$ cat src/rtl/xnor_bist_ctrl.sv
// rtl/xnor_bist_ctrl.sv - self-test sequencer for a 2-input xnor gate
// Optional first-error capture: define XNOR_BIST_ERR_CAPTURE_EN.
module xnor_bist_ctrl #(
  parameter int         SETTLE_CYC = 2,
  parameter logic [3:0] TRUTH      = 4'b1001,
  parameter int         LOOPS      = 1,
  parameter int         CNT_W      = 8
) (
  input  logic             clk,
  input  logic             rst_n,
  input  logic             start,
  output logic             a_o,
  output logic             b_o,
  input  logic             y_i,
  output logic             busy,
  output logic             done,
  output logic             pass,
  output logic [CNT_W-1:0] err_cnt
`ifdef XNOR_BIST_ERR_CAPTURE_EN
  ,
  output logic [1:0]       first_err_vec,
  output logic             first_err_vld
`endif
);

  localparam int SW = (SETTLE_CYC > 1) ? $clog2(SETTLE_CYC) : 1;
  localparam int LW = (LOOPS > 1) ? $clog2(LOOPS) : 1;

  typedef enum logic [1:0] {IDLE, SETTLE, CHECK, DONE} state_t;

  state_t        state, state_nxt;
  logic [1:0]    vec;
  logic [LW-1:0] loop_cnt;
  logic [SW-1:0] set_cnt;
  logic          mismatch;
  logic          last_vec;
  logic          settle_end;

  assign mismatch   = (y_i != TRUTH[vec]);
  assign last_vec   = (vec == 2'd3) && (loop_cnt == LW'(LOOPS - 1));
  assign settle_end = (set_cnt == SW'(SETTLE_CYC - 1));

  always_ff @(posedge clk or negedge rst_n) begin
    if (!rst_n) state <= IDLE;
    else        state <= state_nxt;
  end

  always_comb begin
    state_nxt = state;
    case (state)
      IDLE:    if (start) state_nxt = SETTLE;
      SETTLE:  if (settle_end) state_nxt = CHECK;
      CHECK:   state_nxt = last_vec ? DONE : SETTLE;
      DONE:    state_nxt = IDLE;
      default: state_nxt = IDLE;
    endcase
  end

  always_ff @(posedge clk or negedge rst_n) begin
    if (!rst_n) begin
      vec      <= 2'd0;
      loop_cnt <= '0;
      set_cnt  <= '0;
      err_cnt  <= '0;
      pass     <= 1'b0;
`ifdef XNOR_BIST_ERR_CAPTURE_EN
      first_err_vec <= 2'd0;
      first_err_vld <= 1'b0;
`endif
    end else begin
      case (state)
        IDLE: begin
          if (start) begin
            vec      <= 2'd0;
            loop_cnt <= '0;
            set_cnt  <= '0;
            err_cnt  <= '0;
            pass     <= 1'b0;
`ifdef XNOR_BIST_ERR_CAPTURE_EN
            first_err_vec <= 2'd0;
            first_err_vld <= 1'b0;
`endif
          end
        end
        SETTLE: set_cnt <= settle_end ? '0 : set_cnt + 1'b1;
        CHECK: begin
          if (mismatch && !(&err_cnt)) err_cnt <= err_cnt + 1'b1;
`ifdef XNOR_BIST_ERR_CAPTURE_EN
          if (mismatch && !first_err_vld) begin
            first_err_vec <= vec;
            first_err_vld <= 1'b1;
          end
`endif
          // Pass must reflect the mismatch being counted in this same cycle.
          if (last_vec) begin
            pass <= (err_cnt == '0) && !mismatch;
          end else begin
            vec <= vec + 2'd1;
            if (vec == 2'd3) loop_cnt <= loop_cnt + 1'b1;
          end
        end
        default: ;
      endcase
    end
  end

  assign busy = (state == SETTLE) || (state == CHECK);
  assign done = (state == DONE);
  assign a_o  = busy & vec[1];
  assign b_o  = busy & vec[0];

endmodule
$ cat config.mk
export PLATFORM = sky130hd
export DESIGN_NAME = xnor_bist_ctrl
export DESIGN_NICKNAME = d
export VERILOG_FILES = /design/src/rtl/xnor_bist_ctrl.sv
export SDC_FILE = /design/constraint.sdc
export NUM_CORES = 1
export LEC_CHECK = 0
export ABC_CLOCK_PERIOD_IN_PS = 1750
export CORE_UTILIZATION = 45
export CTS_CLUSTER_SIZE = 14
export DETAILED_ROUTE_END_ITERATION = 16
export PLACE_DENSITY = 0.72
export SLEW_MARGIN = 40
export SYNTH_ARGS = -nofsm -noshare
export SYNTH_HDL_FRONTEND = slang
export SYNTH_SLANG_ARGS = --single-unit
$ cat constraint.sdc
create_clock -name clk -period 1.75 [get_ports clk]
set_input_delay 0.35 -clock clk [delete_from_list [all_inputs] [get_ports clk]]
set_output_delay 0.35 -clock clk [all_outputs]
set_load 0.02 [all_outputs]
==> flow_summary.ini, run 1 <==
[clock_network]
postCtsHoldBufs = 0
cts_made_buffers = 3
root_buffer = clkbuf_4
clk_pin_slew_ns = 0.09
clock_sinks = 15
cts_tree = done
cts_buffer_depth = 2
clk_latency_ns = 0.28
htreeDepth = 1

[sta]
finClkSkew_ns = 0.00572
final.period_utilization_pct = 102
fin_ws_ns = -0.0408
rsz0062_at_grt = true
worst_pin_slew_ns = 0.407
maxSlewHeadroom_pct = 72.7
setup_violations = 1
fin_tns_setup_ns = -0.0408
fmax_mhz = 558
finalHoldViolCount = 0
period_needed_ns = 1.79
drv_slew = 0

[pwr]
powerDensity_nw_per_um2 = 1550
peakVddDrop_mv = 1.17
leakage_nw = 0.690

[worst_setup_path]
r2r_start = vec[0]
crit_fanout = 4
end_kind = flip-flop
path_class = flip-flop to flip-flop
start_kind = flip-flop
cp.arrival_ns = 1.96
critPathLaunch = vec[0]
cp.required_ns = 1.92

[synth]
ys_seq_area_share_pct = 37.1
syn_nets = 114
syn_avg_cell_area_sq_um = 9.83
ys_ff_latch = 15
synth_edf_count = 0
ys_types = 37
synth.most_common_cell = dfrtp_1
synthTopCellsByArea = dfrtp_1 (37%), ha_1 (8.7%), a21oi_1 (4.4%), a22o_1 (4.3%), a31oi_1 (3.1%)
yosysWarningCount = 0
synth-async-reset-ratio_pct = 100
synth_area_sq_um = 1010
synth_top_cell_by_area = dfrtp_1
ys_top_cells_by_count = dfrtp_1 (15), a21oi_1 (9), ha_1 (7), inv_1 (7), nand2_1 (7)
yosysTopAreaCellShare_pct = 37.1
synth_ff_type = dfrtp_1
synthCells = 103

[job]
max_cap_violations = 0

[final_layout]
multi_input_area_sq_um = 644
num_antenna_cells = 0
nFillCells = 161
ff_latch_area_sq_um = 378
nets = 153
stdcell_count = 168
drive_above_1_share_pct = 31.9
design_area_sq_um = 1440
area_growth_syn_to_layout_pct = 41.8

[floorplan]
die_y_um = 49.4
initial_core_util_pct = 49.6
rows = 16
pin_count = 17
placeableCoreArea_sq_um = 2040
die-area_sq_um = 2440
die_w_um = 49.4

[drt]
drt_iter0_drc = 26
first_pass_iters = 4
antenna_left = 0
vias = 912
post_drt_wl_per_cell_um = 14.4
route.detailed.drc = 0
drt_wl_total_um = 2420
viasPerCell = 5.43

[global_routing]
grt_max_degree = 12
antenna_found_initial = 0
grt_pass1_vias = 907
grt_pass1_wl_um = 3870
grt_use_total_pct = 20.7
grt.overflow.total = 0

[worst_hold_path]
hp-class = input pin to asynchronous set/reset pin

[run_status]
violations = negative setup slack
status = finished with violations

[placement]
place_area_sq_um = 1340
place_inst = 161
place_congestion = 0.789
port_buffers = 16
post-place-ws_ns = -0.144
hpwl_um = 1730
## kinds of logic after synthesis
kind of cell,count (synthesis),synth area share [%]
xor gates and xnor gates,2,2.47
AOI/OAI and AO/OA,30,22.9
DFF,15,37.1
adders and majority gates,7,8.65
buffers and inverters,12,5.93
muxes,4,4.70
and+or+nand+nor,33,18.3
## sequential cells by signal (all words and copies together) (netlist names)
signal and count:
err_cnt 8, loop_cnt 1, pass 1, set_cnt 1, state 2, vec 2
## repair_timing
| action | in CTS | in global routing |
|---|---|---|
| gates resized for setup | 14 | 14 |
| setup buffers | 0 | 3 |
| pin swaps | 0 | 1 |
| endpoints found under the setup margin | 10 | 13 |
## where the power goes
part           internal, W  leakage (nW)  switching (W)
logic             0.000714         0.479       0.000762
registers         0.000453         0.196      0.0000993
clock network    0.0000884        0.0150       0.000111
## layout by cell type, fill, tap and decap left out, drive strengths merged, types with 4 or more instances in the layout
cell type / count
dfrtp: 15
nand2: 7
clkdlybuf4s50: 7
inv: 7
a31oi: 5
and3: 4
buf: 25
nand4: 4
clkbuf: 4
a22o: 5
a21oi: 9
ha: 7
nor2: 4
## worst max-delay path, stage by stage (launching register included)
cell and delay (ns):
dfrtp_1 0.42, ha_4 0.28, xor2_4 0.20, a311oi_4 0.29, mux2_4 0.33, a22o_1 0.17
## layer usage
| layer | vias up | part of all wire (%) | track usage [%] |
|---|---|---|---|
| met2 | 23 | 50 | 35.2 |
| met4 | 0 | 1.3 | 7.62 |
| met1 | 429 | 44 | 27.0 |
| li1 | 456 | - | - |
| met5 | - | 0 | 0 |
| met3 | 4 | 4.4 | 2.18 |
## path summary, 6_finish.rpt
| check | to | cells after the start | slack (ns) |
|---|---|---|---|
| setup reg to reg | err_cnt[2] | 5 | -0.04 |
| max in group asynchronous | err_cnt[6] | 2 | 0.91 |
| hold reg to reg | loop_cnt | 1 | 0.54 |
| min in group clk | loop_cnt | 1 | 0.54 |
| hold / removal | state[0] | 1 | 0.35 |
| setup / recovery | err_cnt[2] | 5 | -0.04 |
## per-stage QoR
stage / utilization (%) / total power [W] / hold slack (ns)
6_report: 70.3 / 0.00223 / 0.354
5_1_grt: 70.3 / 0.00240 / 0.373
4_1_cts: 67.1 / 0.00216 / 0.355
3_5_place_dp: 65.4 / 0.00196 / 0.528
3_3_place_gp: 65.4 / 0.00191 / 0.520
2_1_floorplan: - / 0.00137 / 0.0544
## final cells by class
type,count,area share [%]
tap,27,2.35
multi-input combinational,76,44.9
timing repair buffer,39,22.8
inverter,7,1.83
sequential,15,26.3
clock buffer,4,1.83
Power figures use the tool's default switching activity.
==> run 2: changes to the inputs <==
ABC_CLOCK_PERIOD_IN_PS = 2300   (was 1750)
PLACE_DENSITY = 0.69   (was 0.72)
clock period = 2.3 ns   (was 1.75 ns; I/O delays follow)
==> run 2 against run 1 <==
- the run now ends clean
- power fell by 34%
- sequential share of layout area increased by 4.5 points
- routed wire length fell by 14%
- largest cell class unchanged
==> flow_summary.ini, run 2 (synthesis gave the netlist of run 1 again) <==
[global_routing]
grt_max_degree = 16
grt_pass1_vias = 741
grt_pass1_wl_um = 3530
antenna_found_initial = 0
grt.overflow.total = 0
grt_use_total_pct = 19.0

[final_layout]
final_common_cell = dfrtp_1
final_cell_mix = dfrtp_1 (15), clkdlybuf4s50_1 (14), a21oi_1 (9)
stdcell_count = 148
top_register = err_cnt
reg_top3 = err_cnt: 8 flops, state: 2 flops, vec: 2 flops
final_util_pct = 59.7
multi_input_area_sq_um = 577
drive_above_1_share_pct = 9.92
num_antenna_cells = 0
nFillCells = 191
largest_register_ffs = 8
ff_latch_area_sq_um = 375
nets = 133
area_growth_syn_to_layout_pct = 20.4

[worst_setup_path]
cp.arrival_ns = 1.72
cp.depth = 3
cp_num_buf_inv = 2
cp.required_ns = 1.84
timing.rr.end = err_cnt[2]
cp_top_family = buffers and inverters
rrSetupSlack_ns = 0.31
path_class = flip-flop to primary output
end_kind = primary output
rr_worst_depth = 5
crit_chain = inv_1 > ha_1 > clkdlybuf4s50_1
r2r_start = vec[0]
crit_fanout = 5
crit_slowest_cell = clkdlybuf4s50_1
start_kind = flip-flop
slowest_delay_ns = 0.60

[pwr]
leakage_nw = 0.528
powerDensity_nw_per_um2 = 1210
peakVddDrop_mv = 0.764

[clock_network]
cts_buffer_depth = 2
root_buffer = clkbuf_4
clk_pin_slew_ns = 0.09
cts_tree = done
htreeDepth = 1
clock_sinks = 15
clk_latency_ns = 0.29
cts_made_buffers = 3
postCtsHoldBufs = 0

[sta]
fmax_mhz = 458
fin_tns_setup_ns = 0
final.period_utilization_pct = 94.9
period_needed_ns = 2.18
fin_ws_ns = 0.118
drv_slew = 0
setup_violations = 0
finalHoldViolCount = 0
worst_pin_slew_ns = 0.675
maxSlewHeadroom_pct = 54.9
finClkSkew_ns = 0.00294
rsz0062_at_grt = false

[drt]
highest_layer = met4
first_pass_iters = 4
wl_met2_um = 1010
met1_length_um = 971
viasPerCell = 5.83
drt_wl_total_um = 2090
wl_met3_um = 97
drt_iter0_drc = 24
antenna_left = 0
vias = 863
route.detailed.drc = 0
post_drt_wl_per_cell_um = 14.1

[placement]
post-place-ws_ns = 0.223
place_inst = 144
hpwl_um = 1470
port_buffers = 16
place_congestion = 0.721

[worst_hold_path]
hold_path.startpoint = loop_cnt
hold_depth = 1
hp-class = flip-flop to flip-flop
min_to = loop_cnt

[run_status]
status = complete, no violations

[floorplan]
pin_count = 17
placeableCoreArea_sq_um = 2040
die-area_sq_um = 2440
die_y_um = 49.4
rows = 16
initial_core_util_pct = 49.6
die_w_um = 49.4

[job]
max_cap_violations = 0
## run 2: how the worst max path moves through the flow
stage / startpoint / endpoint / slack (ns)
2_1_floorplan: vec[0] / err_cnt[2] / 0.42
3_3_place_gp: y_i / err_cnt[2] / 0.23
3_5_place_dp: y_i / err_cnt[2] / 0.22
4_1_cts: state[0] / busy / 0.11
5_1_grt: state[0] / busy / 0.04
6_report: state[0] / busy / 0.12
## run 2: final cells by class
class                      count  area share (%)
multi-input combinational     76            47.3
sequential                    15            30.8
timing repair buffer          19            14.8
tap                           27            2.77
clock buffer                   4            2.16
inverter                       7            2.16
## run 2: through the flow
step,instance area [sq um],power [W],hold slack [ns]
after detailed placement,1190,0.00133,0.527
final,1220,0.00148,0.536
after global routing,1220,0.00160,0.552
after CTS,1220,0.00149,0.541
after floorplan,1010,0.00103,0.164
after global placement,1190,0.00130,0.520
## run 2: where the power goes
group          leakage [nW]  total [W]  switching (W)  internal, W
Sequential            0.199   0.000469       0.000125     0.000344
Clock                0.0150   0.000160      0.0000921    0.0000675
Combinational         0.314   0.000851       0.000461     0.000390
## run 2: metal layers
metal	up-vias	track usage (%)
met2	21	28.3
li1	417	-
met5	-	0
met1	423	26.6
met3	2	5.30
met4	0	5.71
## run 2: timing repair
action                     in CTS  in global routing
resized for setup               2                  0
buffers inserted                0                  0
setup endpoints to repair       2                  0
==> run 3: changes to the inputs <==
CORE_MARGIN = 2   (was unset)
SLEW_MARGIN = unset   (was 40)
==> run 3 against run 2 <==
- first-iteration DRC count down 54%
- cell count up 0.68%
- count of clock-buffer cells in the layout unchanged
- critical endpoint unchanged
- highest routed layer unchanged
==> flow_summary.ini, run 3 (synthesis gave the netlist of run 1 again) <==
[placement]
place_congestion = 0.759
port_buffers = 16
place_inst = 145
hpwl_um = 1470

[sta]
final.period_utilization_pct = 94.9
worst_pin_slew_ns = 0.692
finalHoldViolCount = 0
finClkSkew_ns = 0.00255
period_needed_ns = 2.18
fmax_mhz = 458
setup_violations = 0
fin_tns_setup_ns = 0
drv_slew = 0
rsz0062_at_grt = false
maxSlewHeadroom_pct = 53.7

[drt]
first_pass_iters = 4
route.detailed.drc = 0
vias = 864
post_drt_wl_per_cell_um = 13.6
drt_iter0_drc = 11
viasPerCell = 5.80
antenna_left = 0
drt_wl_total_um = 2030

[final_layout]
final_common_cell = dfrtp_1
nFillCells = 221
reg_top3 = err_cnt: 8 flops, state: 2 flops, vec: 2 flops
drive_above_1_share_pct = 9.92
largest_register_ffs = 8
final_cell_mix = dfrtp_1 (15), clkdlybuf4s50_1 (14), a21oi_1 (9)
nets = 133
stdcell_count = 149
ff_latch_area_sq_um = 375
area_growth_syn_to_layout_pct = 20.5
num_antenna_cells = 0
multi_input_area_sq_um = 577
top_register = err_cnt

[clock_network]
htreeDepth = 1
cts_made_buffers = 3
clk_pin_slew_ns = 0.09
root_buffer = clkbuf_4
cts_buffer_depth = 2
cts_tree = done
post_cts_buffers = 0
clk_latency_ns = 0.28
clock_sinks = 15

[worst_setup_path]
slowest_delay_ns = 0.61
timing.rr.end = err_cnt[2]
path_class = flip-flop to primary output
crit_fanout = 5
rrSetupSlack_ns = 0.32
crit_chain = inv_1 > ha_1 > clkdlybuf4s50_1
cp.arrival_ns = 1.72
cp.required_ns = 1.84
end_kind = primary output
start_kind = flip-flop
rr_worst_depth = 5
crit_slowest_cell = clkdlybuf4s50_1
r2r_start = vec[0]

[worst_hold_path]
hold_depth = 1
hold_path.startpoint = loop_cnt
min_to = loop_cnt
hp-class = flip-flop to flip-flop

[job]
max_cap_violations = 0

[floorplan]
die_w_um = 51.4
placeableCoreArea_sq_um = 2170
pin_count = 17
die_y_um = 51.4
rows = 17
initial_core_util_pct = 46.7
die-area_sq_um = 2640

[pwr]
leakage_nw = 0.529
peakVddDrop_mv = 0.762
post-layout-total-power_w = 0.00145
powerDensity_nw_per_um2 = 1190

[global_routing]
grt_max_degree = 16
grt_use_total_pct = 17.2
grt_pass1_wl_um = 3420
grt_pass1_vias = 765
grt.overflow.total = 0
antenna_found_initial = 0

[run_status]
status = complete, no violations
run 3: cell counts in the layout (fill, tap and decap cells not counted):
Identical to the previous run, type by type.
run 3: report_power, final:
group	internal, W	switching [W]	total [W]
clock network	0.0000673	0.0000881	0.000155
registers	0.000344	0.000122	0.000466
logic	0.000377	0.000454	0.000831
total	0.000788	0.000665	0.00145
run 3: metrics by stage:
step | instance area [sq um] | hold WS, ns | utilization (%) | setup slack (ns)
floorplan | 1010 | 0.164 | - | 0.416
global placement | 1200 | 0.523 | 55.1 | 0.235
detailed placement | 1200 | 0.526 | 55.1 | 0.214
CTS | 1220 | 0.541 | 56.2 | 0.106
global route | 1220 | 0.552 | 56.2 | 0.0214
finish | 1220 | 0.537 | 56.2 | 0.118
run 3: how the worst max path moves through the flow:
| stage | from | end | cells after the start |
|---|---|---|---|
| after floorplan | vec[0] | err_cnt[2] | 5 |
| after global placement | y_i | err_cnt[2] | 5 |
| after detailed placement | y_i | err_cnt[2] | 5 |
| after CTS | state[0] | busy | 3 |
| after global routing | state[0] | busy | 3 |
| final | state[0] | busy | 3 |
run 3: timing repair:
| item | 4_1_cts | 5_1_grt |
|---|---|---|
| hold buffers | 0 | 0 |
| setup endpoints to repair | 2 | 0 |
| gates resized for setup | 2 | 0 |
run 3: area by class of cell:
| cell class | instances | share of cell area (%) |
|---|---|---|
| inverters | 7 | 2.15 |
| clock buffers | 4 | 2.15 |
| well taps | 28 | 2.87 |
| repair buffers | 19 | 14.8 |
| multi-input cells | 76 | 47.3 |
| flip-flops and latches | 15 | 30.8 |
run 3: worst max-delay path: cells and delay by family, from the launching register on:
| kind | cells | cell delay, ns |
|---|---|---|
| buf+inv | 2 | 0.69 |
| flops | 1 | 0.43 |
| fa+ha+maj | 1 | 0.32 |
run 3: routing by layer:
layer | wire (um) | track usage [%]
met3 | 75 | 2.92
met1 | 967 | 23.1
met5 | 0 | 0
met2 | 958 | 27.4
met4 | 23 | 7.02
